--- src/rtl/ap_ctrl_seq_pkg.sv ---
// Shared types and default sizing for the HLS block-level handshake sequencer.
package ap_ctrl_seq_pkg;

    typedef enum logic [1:0] {
        IDLE,
        ISSUE,
        DRAIN,
        FIN
    } state_e;

    localparam int DEF_MAX_OUTSTANDING = 4;
    localparam int DEF_CNT_W           = 32;
    localparam int DEF_TXN_W           = 16;

endpackage

--- src/rtl/ap_ctrl_sequencer_if.sv ---
// ap_ctrl_chain handshake wires between the sequencer (master) and the HLS top (slave).
interface ap_ctrl_sequencer_if;

    logic ap_start;
    logic ap_ready;
    logic ap_done;
    logic ap_continue;

    modport master (
        output ap_start,
        output ap_continue,
        input  ap_ready,
        input  ap_done
    );

    modport slave (
        input  ap_start,
        input  ap_continue,
        output ap_ready,
        output ap_done
    );

endinterface

--- src/rtl/ap_ts_fifo.sv ---
// Start-timestamp FIFO: circular buffer with show-ahead read and an extra pointer
// bit so full and empty can be told apart without a separate count.
module ap_ts_fifo #(
    parameter int DEPTH = 4,
    parameter int WIDTH = 32
) (
    input  logic             clock,
    input  logic             reset,
    input  logic             push,
    input  logic             pop,
    input  logic [WIDTH-1:0] din,
    output logic [WIDTH-1:0] dout,
    output logic             full,
    output logic             empty
);

    localparam int AW = $clog2(DEPTH);

    logic [AW:0]      wr_ptr;
    logic [AW:0]      rd_ptr;
    logic [WIDTH-1:0] mem [DEPTH];

    assign empty = (wr_ptr == rd_ptr);
    assign full  = (wr_ptr[AW] != rd_ptr[AW]) && (wr_ptr[AW-1:0] == rd_ptr[AW-1:0]);
    assign dout  = mem[rd_ptr[AW-1:0]];

    always_ff @(posedge clock or negedge reset) begin
        if (!reset) begin
            wr_ptr <= '0;
            rd_ptr <= '0;
            for (int i = 0; i < DEPTH; i++) begin
                mem[i] <= '0;
            end
        end else begin
            if (push && !full) begin
                mem[wr_ptr[AW-1:0]] <= din;
                wr_ptr              <= wr_ptr + 1'b1;
            end
            if (pop && !empty) begin
                rd_ptr <= rd_ptr + 1'b1;
            end
        end
    end

endmodule

--- src/rtl/ap_ctrl_sequencer.sv ---
// Drives an HLS top through a programmed number of ap_ctrl_chain transactions,
// applies ap_continue back-pressure and reports per-transaction latency.
module ap_ctrl_sequencer
    import ap_ctrl_seq_pkg::*;
#(
    parameter int MAX_OUTSTANDING = DEF_MAX_OUTSTANDING,
    parameter int CNT_W           = DEF_CNT_W,
    parameter int TXN_W           = DEF_TXN_W
) (
    input  logic                 clock,
    input  logic                 reset,
    input  logic                 cfg_go,
    input  logic [TXN_W-1:0]     cfg_num_txn,
    input  logic [7:0]           cfg_cont_stall,
    ap_ctrl_sequencer_if.master  hs,
    output logic                 lat_valid,
    output logic [CNT_W-1:0]     lat_value,
    output logic [TXN_W-1:0]     lat_index,
    output logic                 busy,
    output logic                 finish,
    output logic                 err_orphan_done
);

    localparam logic [TXN_W-1:0] MAX_INFLIGHT = TXN_W'(MAX_OUTSTANDING);

    state_e           state_q, state_d;
    logic             start_q, start_d;
    logic [TXN_W-1:0] num_q, issued_q, completed_q;
    logic [TXN_W-1:0] issued_nx, completed_nx, inflight_nx;
    logic [7:0]       stall_cfg_q, stall_cnt_q;
    logic [CNT_W-1:0] cyc_q, head;
    logic             go, accept, consume, bypass, push, pop, retire, orphan;
    logic             fifo_full, fifo_empty;

    assign go      = cfg_go && (state_q == IDLE);
    assign accept  = start_q && hs.ap_ready;
    assign consume = hs.ap_done && hs.ap_continue;
    // An accept and done in the same cycle with nothing queued is a zero-latency
    // transaction: it never touches the FIFO.
    assign bypass  = accept && consume && fifo_empty;
    assign push    = accept && !bypass;
    assign pop     = consume && !fifo_empty;
    assign retire  = pop || bypass;
    assign orphan  = consume && fifo_empty && !accept;

    assign issued_nx    = issued_q + TXN_W'(accept);
    assign completed_nx = completed_q + TXN_W'(retire);
    assign inflight_nx  = issued_nx - completed_nx;

    assign busy           = (state_q == ISSUE) || (state_q == DRAIN);
    assign finish         = (state_q == FIN);
    assign hs.ap_start    = start_q;
    assign hs.ap_continue = busy && (stall_cnt_q == 8'd0);

    ap_ts_fifo #(
        .DEPTH (MAX_OUTSTANDING),
        .WIDTH (CNT_W)
    ) u_ts_fifo (
        .clock (clock),
        .reset (reset),
        .push  (push),
        .pop   (pop),
        .din   (cyc_q),
        .dout  (head),
        .full  (fifo_full),
        .empty (fifo_empty)
    );

    // ap_start is decided one cycle ahead so it stays high until accepted and
    // never rises while the timestamp FIFO would be full.
    always_comb begin
        state_d = state_q;
        start_d = 1'b0;
        case (state_q)
            IDLE: begin
                if (cfg_go) begin
                    state_d = (cfg_num_txn == '0) ? FIN : ISSUE;
                    start_d = (cfg_num_txn != '0);
                end
            end
            ISSUE: begin
                if (issued_q == num_q) begin
                    state_d = DRAIN;
                end else begin
                    start_d = (issued_nx < num_q) && (inflight_nx < MAX_INFLIGHT);
                end
            end
            DRAIN: begin
                if (completed_q == num_q) begin
                    state_d = FIN;
                end
            end
            FIN:     state_d = IDLE;
            default: state_d = IDLE;
        endcase
    end

    always_ff @(posedge clock or negedge reset) begin
        if (!reset) begin
            state_q <= IDLE;
            start_q <= 1'b0;
        end else begin
            state_q <= state_d;
            start_q <= start_d;
        end
    end

    always_ff @(posedge clock or negedge reset) begin
        if (!reset) begin
            cyc_q           <= '0;
            num_q           <= '0;
            issued_q        <= '0;
            completed_q     <= '0;
            stall_cfg_q     <= '0;
            stall_cnt_q     <= '0;
            lat_valid       <= 1'b0;
            lat_value       <= '0;
            lat_index       <= '0;
            err_orphan_done <= 1'b0;
        end else begin
            cyc_q     <= cyc_q + 1'b1;
            lat_valid <= retire;
            if (retire) begin
                lat_value <= bypass ? '0 : (cyc_q - head);
                lat_index <= completed_q;
            end
            if (go) begin
                num_q           <= cfg_num_txn;
                stall_cfg_q     <= cfg_cont_stall;
                issued_q        <= '0;
                completed_q     <= '0;
                stall_cnt_q     <= '0;
                err_orphan_done <= 1'b0;
            end else begin
                issued_q    <= issued_nx;
                completed_q <= completed_nx;
                if (consume) begin
                    stall_cnt_q <= stall_cfg_q;
                end else if (stall_cnt_q != 8'd0) begin
                    stall_cnt_q <= stall_cnt_q - 8'd1;
                end
                if (orphan) begin
                    err_orphan_done <= 1'b1;
                end
            end
        end
    end

endmodule

--- src/flat_wrapper.sv ---
// flat-port wrapper written by rule: the top's interface ports become plain ports
module ap_ctrl_sequencer_flat import ap_ctrl_seq_pkg::*;
#(
    parameter int MAX_OUTSTANDING = DEF_MAX_OUTSTANDING,
    parameter int CNT_W           = DEF_CNT_W,
    parameter int TXN_W           = DEF_TXN_W
)
  (clock, reset, cfg_go, cfg_num_txn, cfg_cont_stall, lat_valid, lat_value, lat_index, busy, finish, err_orphan_done, hs_ap_start, hs_ap_continue, hs_ap_ready, hs_ap_done);
  ap_ctrl_sequencer_if hs_i ();
  input  logic clock;
  input  logic reset;
  input  logic cfg_go;
  input  logic [TXN_W-1:0] cfg_num_txn;
  input  logic [7:0] cfg_cont_stall;
  output logic lat_valid;
  output logic [CNT_W-1:0] lat_value;
  output logic [TXN_W-1:0] lat_index;
  output logic busy;
  output logic finish;
  output logic err_orphan_done;
  output wire logic [$bits(hs_i.ap_start)-1:0] hs_ap_start;
  output wire logic [$bits(hs_i.ap_continue)-1:0] hs_ap_continue;
  input wire logic [$bits(hs_i.ap_ready)-1:0] hs_ap_ready;
  input wire logic [$bits(hs_i.ap_done)-1:0] hs_ap_done;
  assign hs_ap_start = hs_i.ap_start;
  assign hs_ap_continue = hs_i.ap_continue;
  assign hs_i.ap_ready = hs_ap_ready;
  assign hs_i.ap_done = hs_ap_done;
  ap_ctrl_sequencer #(.MAX_OUTSTANDING(MAX_OUTSTANDING), .CNT_W(CNT_W), .TXN_W(TXN_W)) u_core (.clock(clock), .reset(reset), .cfg_go(cfg_go), .cfg_num_txn(cfg_num_txn), .cfg_cont_stall(cfg_cont_stall), .hs(hs_i), .lat_valid(lat_valid), .lat_value(lat_value), .lat_index(lat_index), .busy(busy), .finish(finish), .err_orphan_done(err_orphan_done));
endmodule
--- config.mk ---
export PLATFORM = sky130hd
export DESIGN_NAME = ap_ctrl_sequencer_flat
export DESIGN_NICKNAME = d
export VERILOG_FILES = /design/src/rtl/ap_ctrl_seq_pkg.sv /design/src/rtl/ap_ctrl_sequencer_if.sv /design/src/rtl/ap_ts_fifo.sv /design/src/rtl/ap_ctrl_sequencer.sv /design/src/flat_wrapper.sv
export SDC_FILE = /design/constraint.sdc
export NUM_CORES = 1
export LEC_CHECK = 0
export CAP_MARGIN = 20
export CORE_UTILIZATION = 55
export CTS_BUF_LIST = sky130_fd_sc_hd__clkbuf_2 sky130_fd_sc_hd__clkbuf_4 sky130_fd_sc_hd__clkbuf_8
export DETAILED_ROUTE_END_ITERATION = 16
export GPL_ROUTABILITY_DRIVEN = 0
export PLACE_DENSITY = 0.79
export SYNTH_ARGS = -nofsm -noshare
export SYNTH_HDL_FRONTEND = slang
export SYNTH_HIERARCHICAL = 1
export SYNTH_SLANG_ARGS = --single-unit
--- constraint.sdc ---
create_clock -name clock -period 5.5 [get_ports clock]
set_clock_uncertainty 0.05 [all_clocks]
set_input_delay 0.55 -clock clock [delete_from_list [all_inputs] [get_ports clock]]
set_output_delay 0.55 -clock clock [all_outputs]
set_load 0.03 [all_outputs]
# Word-level counts from Yosys, hierarchy flattened
# Index checks and enable logic that the tools add are counted.
# word_totals
ff_bits,283
output_inout_bits,54
# classes
order_cmp,5
eq_ne,11
add_sub_neg,8
muxes,22
n_reduce_logical,29
bitwise,2
# ops
operator,n
bitwise mux 128 bit,1
2-to-1 mux 32 bit,4
binary-select mux 32 bit (select 2 bit),1
demux 32 bit (select 2 bit),1
adder 16 x 1 -> 16 bit,2
"adder 32 x 1 -> 32 bit, second input constant",1
== test 16 bit,2
2-to-1 mux 16 bit,2
subtractor 32 bit,1
2-to-1 mux 8 bit,3
zero test 16 bit,1
less-than comparator 16 bit,1
"less-than comparator 16 x 3 -> 1 bit, second input constant",1
nonzero test 16 bit,1
subtractor 16 bit,1
logical AND 1 bit,15
zero test 8 bit,1
2-to-1 mux 2 bit,4
case mux 2 bit (4 select lines),1
nonzero test 8 bit,1
"subtractor 8 x 1 -> 8 bit, second input constant",1
"adder 3 x 1 -> 3 bit, second input constant",2
"greater-or-equal comparator 3 bit, second input constant",2
"inequality test 2 bit, second input constant",3
other kinds (15),24

# Depth between registers and ports, before layout
# Gate-level depths: netlist of run 1.
# logic_depth
ltp_word,13
mapped_depth,21
mapped_depth_nobuf,19

# Modules after synthesis
# The synthesis of run 1 kept the hierarchy.
# modules_own_cells
module,seq_area_each_um2,area_each_um2,cells_each,n_inst
ap_ctrl_sequencer,3728.6,9162.5,1024,1
ap_ts_fifo,3353.2,6242.2,354,1

# Least setup slack after synthesis of run 1
# Ideal clock, no wire load.
# synth_timing
path_type,reg-to-reg
startpoint,register u_core.stall_cnt_q[2]
endpoint,"register u_core.start_q, in the netlist u_core/hs.ap_start"
arrival_time_ps,4525
t_required_ps,5358
path_slack_ps,833
setup_ps,92
stages_incl_launch_ff,20
n_path_buf,2
path_cell_list,dfrtp_1 > nor4_1 > and3_1 > and3_1 > buf_2 > nand2_1 > inv_1 > buf_1 > ha_1 > ha_1 > xnor2_1 > ha_1 > a21o_1 > a31o_2 > a41oi_1 > a211o_1 > a21oi_1 > a211oi_1 > mux2_4 > o31ai_2
# synth_between
elab_chain_len,12
word_cells_on_any_way,13
cone_classes,2 x add/sub; 1 x order compare; 2 x mux; 8 x reduce/logical
# synth_lines
element,line,source
"start, declared",ap_ctrl_sequencer.sv:30,"logic [7:0] stall_cfg_q, stall_cnt_q;"
"start signal, assigned",ap_ctrl_sequencer.sv:138,stall_cnt_q <= stall_cfg_q;
"start signal, assigned",ap_ctrl_sequencer.sv:140,stall_cnt_q <= stall_cnt_q - 8'd1;
zero test 8 bit (*),ap_ctrl_sequencer.sv:53,assign hs.ap_continue = busy && (stall_cnt_q == 8'd0);
logical AND 1 bit (*),ap_ctrl_sequencer.sv:53,
logical AND 1 bit (*),ap_ctrl_sequencer.sv:37,assign consume = hs.ap_done && hs.ap_continue;
logical AND 1 bit (2 in series),ap_ctrl_sequencer.sv:40,assign bypass = accept && consume && fifo_empty;
logical OR 1 bit (*),ap_ctrl_sequencer.sv:43,assign retire = pop || bypass;
named net u_core.retire,ap_ctrl_sequencer.sv:32,"logic go, accept, consume, bypass, push, pop, retire, orphan;"
adder 16 x 1 -> 16 bit (*),ap_ctrl_sequencer.sv:47,assign completed_nx = completed_q + TXN_W'(retire);
subtractor 16 bit (*),ap_ctrl_sequencer.sv:48,assign inflight_nx = issued_nx - completed_nx;
less-than comparator 16 x 3 -> 1 bit (*),ap_ctrl_sequencer.sv:85,start_d = (issued_nx < num_q) && (inflight_nx < MAX_INFLIGHT);
logical AND 1 bit (*),ap_ctrl_sequencer.sv:85,
2-to-1 mux 1 bit (*),ap_ctrl_sequencer.sv:82,if (issued_q == num_q) begin
case mux 1 bit (2 select lines) (*),ap_ctrl_sequencer.sv:74,case (state_q)
named net u_core.start_d,ap_ctrl_sequencer.sv:27,"logic start_q, start_d;"
"end signal, assigned",ap_ctrl_sequencer.sv:104,start_q <= start_d;
"end, declared",ap_ctrl_sequencer.sv:27,
# The timed path passes the listed nets; every way through them passes the cells marked *.
# A chain may end at the register's enable or synchronous reset.

# Worst setup path in the final report of run 1
# layout_timing
startpoint,register u_core.stall_cnt_q[2]
endpoint,"register u_core.start_q, in the netlist u_core/hs.ap_start"
# layout_between
elab_chain_len,12
word_cells_on_any_way,13
cone_classes,2 x add/sub; 1 x order compare; 2 x mux; 8 x reduce/logical
# layout_lines
element,line
zero test 8 bit (*),ap_ctrl_sequencer.sv:53
logical AND 1 bit (*),ap_ctrl_sequencer.sv:53
logical AND 1 bit (*),ap_ctrl_sequencer.sv:37
logical AND 1 bit (2 in series),ap_ctrl_sequencer.sv:40
logical OR 1 bit (*),ap_ctrl_sequencer.sv:43
adder 16 x 1 -> 16 bit (*),ap_ctrl_sequencer.sv:47
subtractor 16 bit (*),ap_ctrl_sequencer.sv:48
less-than comparator 16 x 3 -> 1 bit (*),ap_ctrl_sequencer.sv:85
logical AND 1 bit (*),ap_ctrl_sequencer.sv:85
2-to-1 mux 1 bit (*),ap_ctrl_sequencer.sv:82
case mux 1 bit (2 select lines) (*),ap_ctrl_sequencer.sv:74
named net u_core.start_d,ap_ctrl_sequencer.sv:27
# Marks and branches as above.

==> run summary, run 1 <==
row count: 60
register area: 7080 µm²
post-route minimum period: 5.03 ns
detailed-router iteration count before antenna repair: 5
Initial Util: 56.7%
Finished Cell Area: 17500 µm²
worst slew pin tran: 1.04 ns
Setup TNS: 0 ns
status: finished with violations
Max transition margin: 30.6%
failing checks: hold timing
Tcrit/Tclk final: 91.5%
critical path required time: 5.93 ns
CTS tree: yes
number of global-route vias before repair: 11156
peak fanout along the critical path: 16
leakage: 8.35 nW
IO buf count: 82
final worst slack: 0.466 ns
Core ar.: 27200 µm²
PwrDens: 245 nW/µm²
Max clock buf depth: 3
total nets after synthesis: 1483
Post-CTS Hold Buffers: 0
clk sinks: 283
total routed wirelength: 34.4 mm
first-pass GRT wire length: 57.1 mm
global route overflow: 0
fmax: 199 MHz
HPWL after DPL: 23.0 mm
vias post-DR: 10704
fill cell count: 2091
setup repair after global routing missed its margin: no
Crit Reg-Reg Endpoint: u_core/hs.ap_start$_DFF_PN0_
I/O pin count: 83
crit end category: register
Area Growth Syn to Fin: 13.8%
pin count of the biggest net entering global routing: 142
dpl cell area: 16500 µm²
# diodes: 0
total CTS buffers: 47
Post-Syn Instances: 1377
drc violations: 0
Die X: 169 µm
VDD IR max: 174 µV
number of setup buffers added after CTS: 0
Mean Syn Cell Area: 11.2 µm²
die height: 169 µm
Reg clk slew, reported paths: 0.07 ns
Hold WS: -0.0247 ns
final hold violations: 27
pre-CTS setup slack: 0.492 ns
FF-to-FF setup slack: 0.47 ns
crit path kind: register to register
CTS H-tree depth: 2
DR vias/cell: 5.69
drt wl/cell: 18.3 µm
Reg2Reg Depth: 19
HP Class: primary input to async pin
Mapped Area: 15400 µm²
area of the multi-input gates: 7760 µm²
reg-to-reg startpoint: u_core/stall_cnt_q[2]$_DFFE_PN0P_
critical path arrival: 5.47 ns
nets: 1580
Initial DRC Count: 672
GRT Total Usage: 25.1%
share of layout cells above drive strength 1: 18.7%
fin. max-slew vios: 0
post-CTS sizing: 0
final setup vio count: 0
worst skew pair latency: 0.58 ns
initial antenna violation count: 0
max_cap viols: 0
Startpoint Class: register
yosys warns: 6
Die ar.: 28700 µm²
Antenna Violating Nets Remaining: 0
Clock Tree Root: clkbuf_8
[metrics by stage]
step                power [mW]  instances  util [%]
global route              4.47       1882      64.5
CTS                       4.34       1882      64.5
global placement          2.38       1797      60.8
floorplan                 2.28       1377         -
detailed placement        2.39       1797      60.8
finish                    4.29       1882      64.5
[layout make-up]
cell class / count / area share (%)
Clock buffer: 76 / 5.40
Clock inverter: 9 / 0.314
Inverter: 75 / 1.61
Multi-Input combinational cell: 972 / 44.3
Sequential cell: 283 / 40.4
Tap cell: 372 / 2.66
Timing Repair Buffer: 95 / 5.34
[registers in the layout, indices dropped and copies added (netlist names), 16 cells and up]
name and count:
u_core/issued_q 16, u_core/lat_value 32, u_core/lat_index 16, u_core/cyc_q 32
u_core/u_ts_fifo/mem 128, u_core/completed_q 16, u_core/num_q 16
[how the worst max path moves through the flow]
stage                                                  from                      endpoint  slack [ns]  cells past startpoint
after detailed placement  u_core/stall_cnt_q[2]$_DFFE_PN0P_  u_core/hs.ap_start$_DFF_PN0_        0.49                     19
after floorplan           u_core/stall_cnt_q[2]$_DFFE_PN0P_  u_core/hs.ap_start$_DFF_PN0_        0.83                     19
after global routing      u_core/stall_cnt_q[2]$_DFFE_PN0P_  u_core/hs.ap_start$_DFF_PN0_        0.13                     19
final                     u_core/stall_cnt_q[2]$_DFFE_PN0P_  u_core/hs.ap_start$_DFF_PN0_        0.47                     19
after global placement    u_core/stall_cnt_q[2]$_DFFE_PN0P_  u_core/hs.ap_start$_DFF_PN0_        0.83                     18
after CTS                 u_core/stall_cnt_q[2]$_DFFE_PN0P_  u_core/hs.ap_start$_DFF_PN0_        0.51                     19
[worst max-delay path, stage by stage (launching register included)]
cell and delay (ns):
dfrtp_1 0.42, nor4_1 0.51, and3_1 0.29, and3_1 0.33, nand2_2 0.08, inv_1 0.06, buf_4 0.20, ha_1 0.26
ha_1 0.25, nand3_1 0.10, xor2_1 0.21, ha_1 0.33, a21oi_1 0.27, nor2b_1 0.08, a41oi_1 0.30, a211o_1 0.24
a21oi_1 0.10, a211oi_1 0.33, mux2_4 0.34, o31ai_2 0.21
[layout by cell type (no fill, tap or decap), drive strengths merged, types with 3 or more instances in the layout]
cell type and n:
xor2 58, o21ai 66, o21a 6, and3 11, nand3 35, clkbuf 76, a21o 16, o21bai 3
a211o 3, a221oi 4, a2111oi 4, nand4 19, a21oi 45, nor3 14, o31ai 5, mux2 131
nor2 79, nor2b 4, dfrtp 283, a211oi 15, or3 4, a31oi 9, nand2b 7, clkdlybuf4s50 81
nand2 174, and4 5, buf 14, xnor2 77, and2 18, nor3b 3, nor4 14, clkinv 7
a22o 7, mux4 32, ha 76, inv 76
[report_power, final]
group	switching (mW)	internal (mW)	total, mW
Clock	0.850	1.09	1.94
Sequential	0.0354	2.12	2.15
Combinational	0.114	0.0860	0.200
[per-layer routing]
metal / vias to the layer above / global-route usage [%] / wire, µm
met4: 0 / 8.11 / 711
met3: 62 / 4.03 / 1580
met1: 5343 / 33.6 / 15400
met2: 253 / 41.9 / 16700
met5: - / 0 / 0
li1: 5046 / - / -
Power figures use the tool's default switching activity.
==> run 2: changes to the inputs <==
Settings changed: PLACE_DENSITY 0.79 to 0.82.
Clock period 5.5 ns to 4.25 ns, I/O delays scaled along.
==> run 2 against run 1 <==
  * The flow now finishes without violations
  * Final area rose by 1.7%
  * Die area stayed put
  * Sequential share of layout area decreased by 0.66 points
  * Clock power is 33% higher
  * Largest power group unchanged
  * Worst setup slack worse by 0.38 ns
  * Count of clock-buffer cells in the layout down 3
  * Power is 31% higher
  * First-iteration DRC count rose by 9.5%
  * Flip-flop and latch count is the same
  * Hold slack improved by 0.35 ns
==> run summary, run 2 (same netlist as run 1, synthesis figures left out) <==
CP Cell Sequence: nor4_4, and3_4, and3_1, nand2_2, inv_2, ha_2, ha_2, nand3_1, xor2_2, ha_4, a21oi_4, nor2b_1, a41oi_2, a211o_1, a21oi_2, a211oi_2, mux2_4, o31ai_2
status: finished, final reports clean
crit path kind: register to register
setup repair after global routing missed its margin: yes
total CTS buffers: 47
Initial DRC Count: 736
HP Class: primary input to register
vias post-DR: 11108
Worst path slowest cell: dfrtp_2
pre-CTS setup slack: -0.109 ns
Area Growth Syn to Fin: 15.8%
IO buf count: 82
Die ar.: 28700 µm²
VDD IR max: 260 µV
final hold violations: 0
row count: 60
nets: 1598
leakage: 8.46 nW
critical path required time: 4.69 ns
Reg clk slew, reported paths: 0.07 ns
drc violations: 0
worst slew pin tran: 1.05 ns
number of global-route vias before repair: 11406
Worst path top cell family by delay: compound AO/OA/AOI/OAI gates
Die X: 169 µm
Setup TNS: 0 ns
Initial Util: 56.7%
detailed-router iteration count before antenna repair: 5
GRT Total Usage: 25.6%
I/O pin count: 83
DR vias/cell: 5.85
Antenna Violating Nets Remaining: 0
fill cell count: 2037
Max transition margin: 30.1%
cell mode on critical path: ha_2
Tcrit/Tclk final: 98.1%
worst skew pair latency: 0.58 ns
Max clock buf depth: 3
pin count of the biggest net entering global routing: 119
Startpoint Class: register
peak fanout along the critical path: 6
fin. max-slew vios: 0
post-route minimum period: 4.17 ns
first-pass GRT wire length: 58.6 mm
Clock Tree Root: clkbuf_8
clk sinks: 283
final setup vio count: 0
# diodes: 0
PwrDens: 317 nW/µm²
crit-path max cell delay: 0.45 ns
critical path arrival: 4.61 ns
most frequent cells in the layout: 281 x dfrtp_1, 173 x nand2_1, 88 x mux2_2
CTS H-tree depth: 2
largest registers: u_core/u_ts_fifo/mem (128), u_core/cyc_q (32), u_core/lat_value (32)
CP Buf/Inv Count: 1
Core ar.: 27200 µm²
Hold WS: 0.325 ns
drt wl/cell: 18.9 µm
HPWL after DPL: 24.1 mm
share of layout cells above drive strength 1: 20.6%
max_cap viols: 0
global route overflow: 0
CTS tree: yes
final worst slack: 0.0827 ns
initial antenna violation count: 0
Top reg by flops: u_core/u_ts_fifo/mem
crit end category: register
max reg flops: 128
total routed wirelength: 35.8 mm
fmax: 240 MHz
most common cell after layout, fill and taps aside: dfrtp_1
die height: 169 µm
run 2: changes by cell type in the layout (fill, tap and decap cells not counted), moves of 3 or more:
| cell | previous run | this run |
|---|---|---|
| ha_2 | 0 | 3 |
| buf_4 | 12 | 25 |
| buf_12 | 1 | 4 |
| ha_1 | 76 | 72 |
| clkbuf_8 | 60 | 56 |
run 2: path summary, 6_finish.rpt:
| check | slack, ns | cells after the start | startpoint | to |
|---|---|---|---|---|
| max | 0.08 | 18 | u_core/stall_cnt_q[2]$_DFFE_PN0P_ | u_core/hs.ap_start$_DFF_PN0_ |
| min | 0.32 | 3 | cfg_cont_stall[0] | u_core/stall_cfg_q[0]$_DFFE_PN0P_ |
| max reg2reg | 0.08 | 18 | u_core/stall_cnt_q[2]$_DFFE_PN0P_ | u_core/hs.ap_start$_DFF_PN0_ |
| min reg2reg | 0.42 | 2 | u_core/lat_index[2]$_DFFE_PN0N_ | u_core/lat_index[2]$_DFFE_PN0N_ |
| max in group asynchronous | 2.69 | 3 | reset | u_core/u_ts_fifo/mem[76]$_DFFE_PN0P_ |
| min in group asynchronous | 0.46 | 2 | reset | u_core/num_q[4]$_DFFE_PN0P_ |
run 2: routing by layer:
layer | part of all wire (%) | global-route usage (%) | wire length [µm] | vias to the layer above
li1 | - | - | - | 5079
met1 | 43 | 33.9 | 15400 | 5619
met2 | 49 | 42.9 | 17500 | 319
met3 | 4.9 | 3.87 | 1750 | 91
met4 | 3.1 | 8.81 | 1130 | 0
met5 | 0 | 0 | 0 | -
run 2: cell type report:
cell class	count	area (µm²)	share of cell area [%]
Timing Repair Buffer	113	1110	6.25
Inverter	75	282	1.58
Tap cell	372	465	2.61
Clock inverter	11	111	0.625
Sequential cell	283	7080	39.7
Clock buffer	73	898	5.04
Multi-Input combinational cell	972	7870	44.2
run 2: repair_timing:
| action | 4_1_cts | 5_1_grt |
|---|---|---|
| endpoints found under the setup margin | 1 | 2 |
| pin swaps | 0 | 7 |
| setup buffers | 0 | 2 |
| gates resized for setup | 2 | 13 |
| endpoints found under the hold margin | 115 | 0 |
| hold buffers | 1 | 0 |
run 2: power by group:
| group | internal, mW | total (mW) | switching, mW |
|---|---|---|---|
| Combinational | 0.123 | 0.277 | 0.155 |
| Sequential | 2.74 | 2.79 | 0.0511 |
| Clock | 1.47 | 2.58 | 1.11 |
| Total | 4.33 | 5.65 | 1.32 |
run 2: through the flow:
stage | utilization (%) | cell area, µm² | instances | total power, mW
floorplan | - | 15400 | 1377 | 2.96
global placement | 61.5 | 16700 | 1812 | 3.08
detailed placement | 61.5 | 16700 | 1812 | 3.10
CTS | 65.3 | 17700 | 1897 | 5.70
global route | 65.6 | 17800 | 1899 | 5.85
finish | 65.6 | 17800 | 1899 | 5.65
run 2: worst reg2reg max path, cell delays in order (launching register included):
cell	delay, ns
dfrtp_2	0.45
nor4_4	0.33
and3_4	0.24
and3_1	0.20
nand2_2	0.09
inv_2	0.07
ha_2	0.21
ha_2	0.23
nand3_1	0.13
xor2_2	0.25
ha_4	0.27
a21oi_4	0.18
nor2b_1	0.08
a41oi_2	0.23
a211o_1	0.26
a21oi_2	0.09
a211oi_2	0.21
mux2_4	0.32
o31ai_2	0.22
